==> config.mk <==
export PLATFORM = sky130hd
export DESIGN_NAME = pacman_move_ctrl_flat
export DESIGN_NICKNAME = d
export VERILOG_FILES = /design/src/rtl/pacman_move_ctrl_if.sv /design/src/rtl/pacman_move_ctrl.sv /design/src/flat_wrapper.sv
export SDC_FILE = /design/constraint.sdc
export NUM_CORES = 1
export LEC_CHECK = 0
export ABC_AREA = 1
export CORE_MARGIN = 1
export CORE_UTILIZATION = 55
export DETAILED_ROUTE_END_ITERATION = 12
export GPL_TIMING_DRIVEN = 0
export PLACE_DENSITY = 0.79
export SETUP_SLACK_MARGIN = 0.05
export SLEW_MARGIN = 15
export SYNTH_ARGS = -nofsm -noshare
export SYNTH_HDL_FRONTEND = slang
export SYNTH_SLANG_ARGS = --single-unit
==> constraint.sdc <==
create_clock -name clk -period 2.5 [get_ports clk]
set_clock_uncertainty 0.15 [all_clocks]
set_input_delay 0.75 -clock clk [delete_from_list [all_inputs] [get_ports clk]]
set_output_delay 0.75 -clock clk [all_outputs]
set_load 0.03 [all_outputs]
==> src/rtl/pacman_move_ctrl_if.sv <==
// Link between the Pac-Man move controller and the position datapath/maze.
// Carries position feedback, the wall lookup bus and the move/reload pulses.
interface pacman_move_ctrl_if;
  logic [9:0] xPacLoc;
  logic [8:0] yPacLoc;
  logic       wall_rd_en;
  logic [9:0] wall_rd_x;
  logic [8:0] wall_rd_y;
  logic       wall_is_wall;
  logic       e_start;
  logic       m_up;
  logic       m_down;
  logic       m_left;
  logic       m_right;

  modport master (
    input  xPacLoc, yPacLoc, wall_is_wall,
    output wall_rd_en, wall_rd_x, wall_rd_y,
    output e_start, m_up, m_down, m_left, m_right
  );

  modport slave (
    output xPacLoc, yPacLoc, wall_is_wall,
    input  wall_rd_en, wall_rd_x, wall_rd_y,
    input  e_start, m_up, m_down, m_left, m_right
  );
endinterface

==> src/rtl/pacman_move_ctrl.sv <==
// Pac-Man move control: latches key direction, probes walls each tick and
// issues one move or reload pulse. Ports: clk, reset, start, key_*, dp, cur_dir.
module pacman_move_ctrl #(
  parameter int WIDTH       = 96,
  parameter int HEIGHT      = 72,
  parameter int TICK_CYCLES = 500000
) (
  input  logic                      clk,
  input  logic                      reset,
  input  logic                      start,
  input  logic                      key_up,
  input  logic                      key_down,
  input  logic                      key_left,
  input  logic                      key_right,
  pacman_move_ctrl_if.master        dp,
  output logic [1:0]                cur_dir
);

  localparam logic [1:0] DIR_UP    = 2'd0;
  localparam logic [1:0] DIR_DOWN  = 2'd1;
  localparam logic [1:0] DIR_LEFT  = 2'd2;
  localparam logic [1:0] DIR_RIGHT = 2'd3;

  localparam logic [9:0] XMAX = 10'(WIDTH);
  localparam logic [8:0] YMAX = 9'(HEIGHT);

  localparam int CW = $clog2(TICK_CYCLES);
  localparam logic [CW-1:0] CLAST = CW'(TICK_CYCLES - 1);

  typedef enum logic [3:0] {
    IDLE,
    INIT,
    WAIT_TICK,
    PROBE_REQ,
    CHK_REQ,
    PROBE_CUR,
    CHK_CUR,
    MOVE,
    SETTLE1,
    SETTLE2
  } state_t;

  state_t          state;
  state_t          state_n;
  logic [CW-1:0]   cnt;
  logic [1:0]      req_dir;
  logic [1:0]      probe_dir;
  logic            probe_ok;
  logic [9:0]      rd_x;
  logic [8:0]      rd_y;
  logic            tick_hit;
  logic            pos_ok;

  // Neighbour cell with toroidal wrap; the datapath applies the same wrap.
  function automatic logic [18:0] step(
    input logic [1:0] d,
    input logic [9:0] x,
    input logic [8:0] y
  );
    logic [9:0] nx;
    logic [8:0] ny;
    nx = x;
    ny = y;
    case (d)
      DIR_UP:   ny = (y == 9'd1) ? YMAX : y - 9'd1;
      DIR_DOWN: ny = (y == YMAX) ? 9'd1 : y + 9'd1;
      DIR_LEFT: nx = (x == 10'd1) ? XMAX : x - 10'd1;
      default:  nx = (x == XMAX) ? 10'd1 : x + 10'd1;
    endcase
    return {nx, ny};
  endfunction

  assign tick_hit = (cnt == CLAST);

  assign pos_ok = (dp.xPacLoc >= 10'd1) && (dp.xPacLoc <= XMAX) &&
                  (dp.yPacLoc >= 9'd1)  && (dp.yPacLoc <= YMAX);

  always_ff @(posedge clk) begin
    if (reset) state <= IDLE;
    else       state <= state_n;
  end

  always_comb begin
    state_n = state;
    case (state)
      IDLE:      if (start) state_n = INIT;
      INIT:      state_n = WAIT_TICK;
      WAIT_TICK: if (tick_hit) state_n = PROBE_REQ;
      PROBE_REQ: state_n = probe_ok ? CHK_REQ : SETTLE1;
      CHK_REQ: begin
        if (!dp.wall_is_wall)        state_n = MOVE;
        else if (probe_dir == cur_dir) state_n = SETTLE1;
        else                         state_n = PROBE_CUR;
      end
      PROBE_CUR: state_n = CHK_CUR;
      CHK_CUR:   state_n = dp.wall_is_wall ? SETTLE1 : MOVE;
      MOVE:      state_n = SETTLE1;
      SETTLE1:   state_n = SETTLE2;
      SETTLE2:   state_n = WAIT_TICK;
      default:   state_n = IDLE;
    endcase
    // Restart wins over everything, aborting any probe in flight.
    if (start && state != IDLE) state_n = INIT;
  end

  always_ff @(posedge clk) begin
    if (reset) begin
      cnt       <= '0;
      req_dir   <= DIR_LEFT;
      cur_dir   <= DIR_LEFT;
      probe_dir <= DIR_LEFT;
      probe_ok  <= 1'b0;
      rd_x      <= '0;
      rd_y      <= '0;
    end else begin
      // Counter free-runs outside IDLE/INIT so the tick period never drifts.
      if (state == INIT)      cnt <= '0;
      else if (state != IDLE) cnt <= tick_hit ? '0 : cnt + CW'(1);

      if (state == INIT)  req_dir <= DIR_LEFT;
      else if (key_up)    req_dir <= DIR_UP;
      else if (key_down)  req_dir <= DIR_DOWN;
      else if (key_left)  req_dir <= DIR_LEFT;
      else if (key_right) req_dir <= DIR_RIGHT;

      if (state == INIT)
        cur_dir <= DIR_LEFT;
      else if (state == CHK_REQ && state_n == MOVE)
        cur_dir <= probe_dir;

      // Freeze the request at the tick so later keys hit the next tick.
      if (state_n == PROBE_REQ) begin
        probe_dir <= req_dir;
        probe_ok  <= pos_ok;
        if (pos_ok)
          {rd_x, rd_y} <= step(req_dir, dp.xPacLoc, dp.yPacLoc);
      end else if (state_n == PROBE_CUR) begin
        {rd_x, rd_y} <= step(cur_dir, dp.xPacLoc, dp.yPacLoc);
      end
    end
  end

  assign dp.wall_rd_x  = rd_x;
  assign dp.wall_rd_y  = rd_y;
  assign dp.wall_rd_en = (state == PROBE_REQ && probe_ok) ||
                         (state == PROBE_CUR);
  assign dp.e_start    = (state == INIT);
  assign dp.m_up       = (state == MOVE) && (cur_dir == DIR_UP);
  assign dp.m_down     = (state == MOVE) && (cur_dir == DIR_DOWN);
  assign dp.m_left     = (state == MOVE) && (cur_dir == DIR_LEFT);
  assign dp.m_right    = (state == MOVE) && (cur_dir == DIR_RIGHT);

endmodule

==> src/flat_wrapper.sv <==
// flat-port wrapper written by rule: the top's interface ports become plain ports
module pacman_move_ctrl_flat 
#(
  parameter int WIDTH       = 96,
  parameter int HEIGHT      = 72,
  parameter int TICK_CYCLES = 500000
)
  (clk, reset, start, key_up, key_down, key_left, key_right, cur_dir, dp_xPacLoc, dp_yPacLoc, dp_wall_is_wall, dp_wall_rd_en, dp_wall_rd_x, dp_wall_rd_y, dp_e_start, dp_m_up, dp_m_down, dp_m_left, dp_m_right);
  pacman_move_ctrl_if dp_i ();
  input  logic clk;
  input  logic reset;
  input  logic start;
  input  logic key_up;
  input  logic key_down;
  input  logic key_left;
  input  logic key_right;
  output logic [1:0] cur_dir;
  input wire logic [$bits(dp_i.xPacLoc)-1:0] dp_xPacLoc;
  input wire logic [$bits(dp_i.yPacLoc)-1:0] dp_yPacLoc;
  input wire logic [$bits(dp_i.wall_is_wall)-1:0] dp_wall_is_wall;
  output wire logic [$bits(dp_i.wall_rd_en)-1:0] dp_wall_rd_en;
  output wire logic [$bits(dp_i.wall_rd_x)-1:0] dp_wall_rd_x;
  output wire logic [$bits(dp_i.wall_rd_y)-1:0] dp_wall_rd_y;
  output wire logic [$bits(dp_i.e_start)-1:0] dp_e_start;
  output wire logic [$bits(dp_i.m_up)-1:0] dp_m_up;
  output wire logic [$bits(dp_i.m_down)-1:0] dp_m_down;
  output wire logic [$bits(dp_i.m_left)-1:0] dp_m_left;
  output wire logic [$bits(dp_i.m_right)-1:0] dp_m_right;
  assign dp_i.xPacLoc = dp_xPacLoc;
  assign dp_i.yPacLoc = dp_yPacLoc;
  assign dp_i.wall_is_wall = dp_wall_is_wall;
  assign dp_wall_rd_en = dp_i.wall_rd_en;
  assign dp_wall_rd_x = dp_i.wall_rd_x;
  assign dp_wall_rd_y = dp_i.wall_rd_y;
  assign dp_e_start = dp_i.e_start;
  assign dp_m_up = dp_i.m_up;
  assign dp_m_down = dp_i.m_down;
  assign dp_m_left = dp_i.m_left;
  assign dp_m_right = dp_i.m_right;
  pacman_move_ctrl #(.WIDTH(WIDTH), .HEIGHT(HEIGHT), .TICK_CYCLES(TICK_CYCLES)) u_core (.clk(clk), .reset(reset), .start(start), .key_up(key_up), .key_down(key_down), .key_left(key_left), .key_right(key_right), .dp(dp_i), .cur_dir(cur_dir));
endmodule
==> impl_metrics.py <==
metrics = {
    "power": {
        "power_density_nw_per_um2": 326.3,
        "totalPowerFinal_uw": 1764,
        "p_leak_uw": 0.002426,
        "vdd_drop_max_uv": 202.8,
    },
    "setup_path": {
        "setup.worst_path.end_class": "output port",
        "arrival_ns": 1.48,
        "critPathTopFamily": "buffers and inverters",
        "max_stage_delay_ns": 0.42,
        "crit_type": "register to output port",
        "worstPathCellList": "inv_2 -> clkbuf_2 -> nor3_2 -> buf_4",
        "critical-path-slowest-cell": "dfxtp_4",
        "crit_buf_inv": 3,
        "cp_max_fo": 10,
        "cp-start-kind": "register",
        "critPathRequiredTime_ns": 1.60,
    },
    "placed_design": {
        "dp_hpwl_um": 9865,
        "dp.cells": 892,
        "place_congestion": 0.9618,
        "port-buffer-count": 46,
    },
    "cells_and_area": {
        "fillCellCount": 749,
        "area_growth_pct": 21.75,
        "fin_cells": 923,
        "drive_gt1_frac": 0.1766,
        "multi_input_area_um2": 3115,
        "ff_latch_area_um2": 985.9,
        "antenna_cells": 0,
        "fin_nets": 855,
    },
    "synthesis": {
        "synthesis.nets": 779,
        "avgSynthCellArea_um2": 5.968,
        "ys_seq_area_frac": 0.2209,
        "ys.flop_type": "dfxtp_1",
        "netlist_area_um2": 4441,
        "ys_warn_count": 0,
        "synth_edf_count": 0,
        "ys_ff_latch": 49,
        "synth_cell_types": 38,
        "netlist_instances": 744,
        "synthArstFlopShare": 0,
    },
    "clocking": {
        "clock_latency_ns": 0.32,
        "cts-buffers-inserted": 5,
        "holdBufCountCts": 0,
        "cts_tree": "done",
        "cts_max_level": 2,
        "cts_sinks": 49,
        "clk_pin_slew_ns": 0.10,
        "cts-root-buf": "clkbuf_8",
        "cts_buffer_depth": 2,
    },
    "sta": {
        "post-route-period-util": 0.9528,
        "max_slew_margin": 0.4379,
        "finalCriticalPeriod_ns": 2.382,
        "fmax_mhz": 419.8,
        "worst_slew_pin_slew_ns": 0.8401,
        "setup_violations": 0,
        "rsz0062_at_grt": "no",
        "hold_viol": 0,
        "drv_slew": 0,
    },
    "routing": {
        "vias_per_cell": 5.628,
        "drt_iter0_markers": 357,
        "drtAntennaViolNets": 0,
        "remaining_drc_errors": 0,
        "dr.pass1.iters": 5,
        "wl_per_cell_um": 14.52,
        "routed_wl_um": 13410,
        "vias": 5195,
    },
    "global_routing": {
        "grt_usage": 0.3270,
        "grt_pass1_vias": 4928,
        "grt_pass1_wl_um": 22450,
        "grt_remaining_overflow": 0,
        "grt_antenna_before_repair": 0,
        "grt_max_degree": 18,
    },
    "worst_hold_path": {
        "hold_class": "register to register",
    },
    "die": {
        "start_util": 0.5717,
        "core_area_um2": 7767,
        "ios": 54,
        "die_w_um": 91.86,
        "fp.dieArea_um2": 8437,
        "rows": 32,
        "dieHeight_um": 91.86,
    },
    "run_status": {
        "status": "complete, no violations",
    },
    "job": {
        "drv_cap": 0,
    },
}
==> layer usage <==
metal,track usage,wire (µm)
met4,0.1198,318
met3,0.05804,1057
met1,0.4196,5739
met5,0,0
met2,0.5460,6289
==> worst paths after layout <==
kind	start	end	slack [ns]	cells after the start
max	u_core.cur_dir[1]	dp_m_left	0.12	4
min	u_core.cnt[10]	u_core.cnt[10]	0.34	2
max reg2reg	u_core.state[3]	u_core.dp.wall_rd_y[2]	0.29	13
min reg2reg	u_core.cnt[10]	u_core.cnt[10]	0.34	2
==> layout make-up <==
type	instances	area share
Multi-Input combinational cell	587	0.5763
Sequential cell	49	0.1824
Timing Repair Buffer	69	0.1095
Inverter	81	0.05739
Buffer	27	0.03333
Tap cell	102	0.02361
Clock buffer	5	0.01273
Clock inverter	3	0.004860
==> per-stage QoR <==
stage	setup slack, ns	hold slack [ns]	area [µm²]	utilization	TNS (ns)
6_report	0.1180	0.3446	5406	0.6960	0
5_1_grt	0.05065	0.3779	5406	0.6960	0
4_1_cts	-0.02376	0.3461	5305	0.6830	-0.02376
3_5_place_dp	-0.8211	0.3309	5036	0.6484	-16.08
3_3_place_gp	-0.7991	0.3165	5036	0.6484	-15.73
2_1_floorplan	0.1424	0.2973	4448	-	0
==> layout by cell type (no fill, tap or decap), types with 7 or more instances in the layout <==
master | synthesis | routed
nand2_1 | 202 | 200
nand3b_1 | 21 | 21
clkdlybuf4s50_1 | 0 | 27
nor2_1 | 125 | 114
nand2_2 | 9 | 10
buf_6 | 4 | 7
clkinv_1 | 8 | 7
o21ai_0 | 24 | 23
a21oi_1 | 15 | 13
clkbuf_2 | 0 | 7
nand4_1 | 28 | 28
buf_4 | 4 | 26
xor2_1 | 15 | 15
ha_1 | 8 | 7
nor2_2 | 6 | 10
nor2_4 | 8 | 15
buf_2 | 14 | 16
nor3_1 | 11 | 10
inv_1 | 59 | 53
o211ai_1 | 17 | 17
nand3_1 | 68 | 67
dfxtp_1 | 49 | 47
inv_2 | 13 | 18
==> flip-flops by register name, summed over array words and instances (netlist names) <==
name and flops:
u_core.state 4, u_core.dp.wall_rd_x 10, u_core.probe_dir 2, u_core.req_dir 2, u_core.cur_dir 2, u_core.probe_ok 1
u_core.cnt 19, u_core.dp.wall_rd_y 9
==> kinds of logic after synthesis <==
| group | synth area share |
|---|---|
| adder cells (fa/ha/maj) | 0.02254 |
| flip-flops | 0.2209 |
| buffers and inverters | 0.1059 |
| XOR/XNOR | 0.03353 |
| AO/OA/AOI/OAI | 0.09017 |
| AND/OR/NAND/NOR | 0.5269 |
==> power by group <==
part	switching [µW]	total (µW)	internal [µW]
Combinational	298	457	159
Sequential	10.6	800	789
Clock	303	507	204
Total	612	1760	1150
==> Yosys cell counts, types with 5 or more instances <==
cell type,count,share of area
nand2_1,202,0.17
nor2_1,125,0.11
nand3_1,68,0.077
inv_1,59,0.050
dfxtp_1,49,0.22
nand4_1,28,0.039
o21ai_0,24,0.027
nand3b_1,21,0.036
o211ai_1,17,0.029
a21oi_1,15,0.017
xor2_1,15,0.030
buf_2,14,0.016
inv_2,13,0.011
nor3_1,11,0.012
nand2_2,9,0.013
clkinv_1,8,0.0068
ha_1,8,0.023
nor2_4,8,0.020
nor2_2,6,0.0085
clkbuf_1,5,0.0042
nand3_2,5,0.011
==> worst min-delay path, delay by kind of cell, from the launching register on <==
family | cells | cell delay (ns)
flops | 1 | 0.34
buf+inv | 1 | 0.07
compound gates | 1 | 0.05
==> repair_timing <==
item	CTS	global route
endpoints found under the setup margin	26	23
pin swaps	7	6
resized for setup	72	31
cloned	1	0
buffers inserted	9	13
Note: power is estimated with default switching activity, not from simulation.
